--- config.mk ---
export PLATFORM = sky130hd
export DESIGN_NAME = seq_mult_acc
export DESIGN_NICKNAME = d
export VERILOG_FILES = /design/src/rtl/mult_pkg.sv /design/src/rtl/mult_addsub.sv /design/src/rtl/seq_mult_acc.sv
export SDC_FILE = /design/constraint.sdc
export NUM_CORES = 1
export LEC_CHECK = 0
export BUFFER_PORTS_ARGS = -buffer_cell sky130_fd_sc_hd__buf_2
export CELL_PAD_IN_SITES_DETAIL_PLACEMENT = 0
export CELL_PAD_IN_SITES_GLOBAL_PLACEMENT = 1
export CORE_MARGIN = 2
export CORE_UTILIZATION = 30
export CTS_BUF_LIST = sky130_fd_sc_hd__clkbuf_4 sky130_fd_sc_hd__clkbuf_8
export CTS_CLUSTER_SIZE = 28
export DETAILED_ROUTE_END_ITERATION = 16
export GPL_ROUTABILITY_DRIVEN = 0
export HOLD_SLACK_MARGIN = 0.15
export PLACE_DENSITY = 0.67
export SYNTH_ARGS = -nofsm -noshare
export SYNTH_HDL_FRONTEND = slang
export SYNTH_SLANG_ARGS = --single-unit
--- constraint.sdc ---
create_clock -name Clk_i -period 5.11 [get_ports Clk_i]
set_input_delay 1.022 -clock Clk_i [delete_from_list [all_inputs] [get_ports Clk_i]]
set_output_delay 1.022 -clock Clk_i [all_outputs]
set_load 0.05 [all_outputs]
--- src/rtl/mult_pkg.sv ---
// Shared types and helpers for the sequential shift-add multiplier/accumulator.
// Holds the control state encoding and the iteration-counter width rule.
package mult_pkg;

  typedef enum logic [1:0] {
    IDLE = 2'd0,
    RUN  = 2'd1,
    DONE = 2'd2
  } state_t;

  // Counter must index W iterations; never narrower than one bit.
  function automatic int cnt_width(input int w);
    return ($clog2(w) < 1) ? 1 : $clog2(w);
  endfunction

endpackage

--- src/rtl/mult_addsub.sv ---
// (W+1)-bit adder/subtractor that combines the extended multiplicand with {X,A}.
// The multiplicand is sign- or zero-extended depending on the operating mode.
module mult_addsub #(
  parameter int W = 8
) (
  input  logic [W:0]   xa_i,
  input  logic [W-1:0] s_i,
  input  logic         signed_i,
  input  logic         sub_i,
  output logic [W:0]   sum_o
);

  logic [W:0] ext;

  assign ext   = signed_i ? {s_i[W-1], s_i} : {1'b0, s_i};
  assign sum_o = sub_i ? (xa_i - ext) : (xa_i + ext);

endmodule

--- src/rtl/seq_mult_acc.sv ---
// Sequential shift-add multiplier/accumulator: one multiplier bit per clock,
// signed or unsigned, optionally adding the previous A as an addend.
module seq_mult_acc
  import mult_pkg::*;
#(
  parameter int W = 8
) (
  input  logic           Clk_i,
  input  logic           Reset_i,
  input  logic [W-1:0]   Din_i,
  input  logic           Load_B_i,
  input  logic           Run_i,
  input  logic           Signed_Mode_i,
  input  logic           Accum_i,
  output logic [W-1:0]   Aval_o,
  output logic [W-1:0]   Bval_o,
  output logic           Xval_o,
  output logic [2*W-1:0] Product_o,
  output logic           Busy_o,
  output logic           Done_o
);

  localparam int CNT_W = cnt_width(W);
  localparam logic [CNT_W-1:0] LAST = CNT_W'(W - 1);

  state_t           state_q;
  logic [W-1:0]     a_q;
  logic [W-1:0]     b_q;
  logic [W-1:0]     s_q;
  logic             x_q;
  logic [CNT_W-1:0] cnt_q;
  logic             run_q;
  logic             signed_q;
  logic             busy_q;
  logic             done_q;

  logic             start_d;
  logic [W:0]       sum_d;
  logic [W:0]       step_d;

  assign start_d = (state_q == IDLE) && Run_i && !run_q;

  // The final multiplier bit carries negative weight in two's complement, hence subtract.
  mult_addsub #(.W(W)) u_addsub (
    .xa_i     ({x_q, a_q}),
    .s_i      (s_q),
    .signed_i (signed_q),
    .sub_i    (signed_q && (cnt_q == LAST)),
    .sum_o    (sum_d)
  );

  assign step_d = b_q[0] ? sum_d : {x_q, a_q};

  always_ff @(posedge Clk_i or negedge Reset_i) begin
    if (!Reset_i) begin
      state_q  <= IDLE;
      a_q      <= '0;
      b_q      <= '0;
      s_q      <= '0;
      x_q      <= 1'b0;
      cnt_q    <= '0;
      run_q    <= 1'b0;
      signed_q <= 1'b0;
      busy_q   <= 1'b0;
      done_q   <= 1'b0;
    end else begin
      run_q <= Run_i;
      case (state_q)
        IDLE: begin
          if (start_d) begin
            s_q      <= Din_i;
            signed_q <= Signed_Mode_i;
            cnt_q    <= '0;
            x_q      <= (Signed_Mode_i && Accum_i) ? a_q[W-1] : 1'b0;
            if (!Accum_i) a_q <= '0;
            state_q  <= RUN;
            busy_q   <= 1'b1;
          end else if (Load_B_i) begin
            b_q <= Din_i;
          end
        end
        RUN: begin
          // Add and arithmetic/logical shift of {X,A,B} happen in the same cycle.
          x_q   <= signed_q ? step_d[W] : 1'b0;
          a_q   <= step_d[W:1];
          b_q   <= {step_d[0], b_q[W-1:1]};
          cnt_q <= cnt_q + 1'b1;
          if (cnt_q == LAST) begin
            state_q <= DONE;
            busy_q  <= 1'b0;
            done_q  <= 1'b1;
          end
        end
        DONE: begin
          if (Load_B_i) b_q <= Din_i;
          if (!Run_i) begin
            state_q <= IDLE;
            done_q  <= 1'b0;
          end
        end
        default: begin
          state_q <= IDLE;
          busy_q  <= 1'b0;
          done_q  <= 1'b0;
        end
      endcase
    end
  end

  assign Aval_o    = a_q;
  assign Bval_o    = b_q;
  assign Xval_o    = x_q;
  assign Product_o = {a_q, b_q};
  assign Busy_o    = busy_q;
  assign Done_o    = done_q;

endmodule

==> out/metrics.cfg <==
[clock_network]
postCtsSetupBuffers=0
numCtsBuffers=5
cts_buffer_depth=2
cts_sinks=34
cts_tree=yes
clkSlewWorstSetupHoldPaths_ps=80
ctsHoldBuffers=0
insertion_delay_ps=280
h-tree-depth=2
cts_resized=0
root_buffer=clkbuf_8

[yosys]
netlist.area_leader.share_pct=39.9
ys_types=39
synth.area.top_cells=dfrtp_1, nand2_1, ha_1, buf_4, o21ai_0
synth.avg_cell_area_um2=8.47
synth_seq_cells=34
async_reset_ff_share_pct=100
synth_largest_area_cell=dfrtp_1
syn_area_mm2=0.00213
synth_edf_count=0
synthCells=252
ys_warn_count=0
syn_nets=278
yosysSeqAreaShare_pct=39.9
synth_ff_type=dfrtp_1

[placement]
dp_hpwl_mm=3.81
io_buffers=48

[critical_path]
crit_chain=ha_1 -> ha_1 -> nand2_1 -> mux2i_1 -> fa_1 -> a211oi_1 -> o211ai_1 -> nand2_1 -> mux2i_1 -> xnor2_1 -> a21oi_1
start_kind=flop
reg2reg_depth=11
worstPathArrival_ps=3230
path_max_fanout=8
r2r_start=cnt_q[0]
r2r_setup_slack_ps=2050
endpoint=Xval_o
critPathMaxStageDelay_ps=470
endpoint_kind=flop
critical_path_class=flop to flop
critPathRequiredTime_ps=5270
setup.worst_path.start=cnt_q[0]
cpMaxStageDelayCell=fa_1
r2r-end=Xval_o

[cells_and_area]
nNetsFinal=310
layout_commonest_cell=nand2_1
layout-drive-gt1-share_pct=22.1
area_growth_pct=16.7
postLayoutCoreUtil_pct=36.5
fillers=752
multi_input_area_mm2=0.00110
seqCellArea_um2=851
final_cell_mix=nand2_1, buf_2, dfrtp_1
diodes=0

[floorplanning]
ioPinCount=49
die_w_um=88.4
die-area_mm2=0.00781
placementRows=30
core_mm2=0.00683
fp.dieH_um=88.4
start_util_pct=31.2

[detailed_routing]
vias_per_cell=4.65
wl_met2_mm=2.38
drtIter0Drc=65
vias=1773
remaining_drc_errors=0
met3_length_um=222
wirelength_met1_mm=2.53
drt_first_pass_iters=4
top_layer=met4
antenna_left=0
wl_mm=5.17
wl_per_cell_um=13.6

[flow_run]
drv_cap=0

[sta]
timing.fmax_mhz=326
worst_pin_slew_ps=1120
slew_headroom_pct=25.0
min_period_over_period_pct=60.0
hold_viol=0
skew_ps=4.65
slew_viol_final=0
tns_ps=0
setup_viol=0
period_needed_ps=3060
rsz0062_at_grt=false

[run_status]
outcome=finished clean

[global_routing]
grt_pass1_vias=1769
grt_antenna_before_repair=0
grt_max_degree=35
overflow=0
grt_pass1_wl_mm=8.85
grtUsageTotal_pct=14.6

[min_path]
hold_path_class=flop to flop
hold_depth=2

[through the flow]
stage | hold WS (ps) | setup WS [ps] | area (um^2) | instances
finish | 486 | 2050 | 2490 | 381
global route | 517 | 1790 | 2490 | 381
CTS | 491 | 2010 | 2490 | 381
detailed placement | 470 | 2040 | 2350 | 373
global placement | 466 | 2110 | 2350 | 373
floorplan | 467 | 2390 | 2130 | 252
[worst max-delay path: cells and delay by family (launching register included)]
| family | cells | cell delay [ps] |
|---|---|---|
| fa+ha+maj | 3 | 940 |
| compound gates | 3 | 630 |
| mux | 2 | 430 |
| flops | 1 | 400 |
| simple gates | 2 | 360 |
| xor+xnor | 1 | 180 |
[cells in the mapped netlist (4+ instances only)]
cell type / count
inv_1: 7
xor2_1: 4
buf_4: 16
a21oi_1: 14
nand2_1: 61
nand2b_1: 4
nor2_1: 15
clkbuf_1: 7
dfrtp_1: 34
o21ai_0: 22
mux2i_1: 5
nor3_1: 4
xnor2_1: 5
a31oi_1: 7
ha_1: 11
[registers in the layout, indices dropped and copies added (netlist names)]
signal and flops:
run_q 1, Busy_o 1, state_q 2, Xval_o 1
cnt_q 3, Done_o 1, Aval_o 8, signed_q 1
Bval_o 8, s_q 8
[cell families after synthesis]
kind of cell               after synthesis  synth area share, %
AOI/OAI and AO/OA                       62                 18.3
xor gates and xnor gates                 9                 3.69
adders and majority gates               12                 7.39
buffers and inverters                   32                 8.56
DFF                                     34                 39.9
muxes                                    5                 2.34
and+or+nand+nor                         98                 19.9
[metal layers]
| layer | vias to the layer above | track usage, % |
|---|---|---|
| met2 | 38 | 22.6 |
| met5 | - | 0 |
| met1 | 816 | 21.1 |
| met4 | 0 | 4.13 |
| li1 | 915 | - |
| met3 | 4 | 2.52 |
[worst min path at each step]
stage                  start       end  slack, ps
floorplan           cnt_q[0]  cnt_q[0]        470
global placement      Busy_o    Busy_o        470
detailed placement    Busy_o    Busy_o        470
CTS                   Busy_o    Busy_o        490
global route          Busy_o    Busy_o        520
finish                Busy_o    Busy_o        490
[area by class of cell]
cell class	count	share of cell area, %
inverter	7	1.05
clock inverter	3	2.76
sequential	34	34.2
tap	96	4.82
timing repair buffer	50	10.2
clock buffer	5	2.76
multi-input combinational	186	44.2
Power is left out: the tool's default activity adds up to more than one toggle a clock period on the data nets, which glitch-free logic cannot reach.
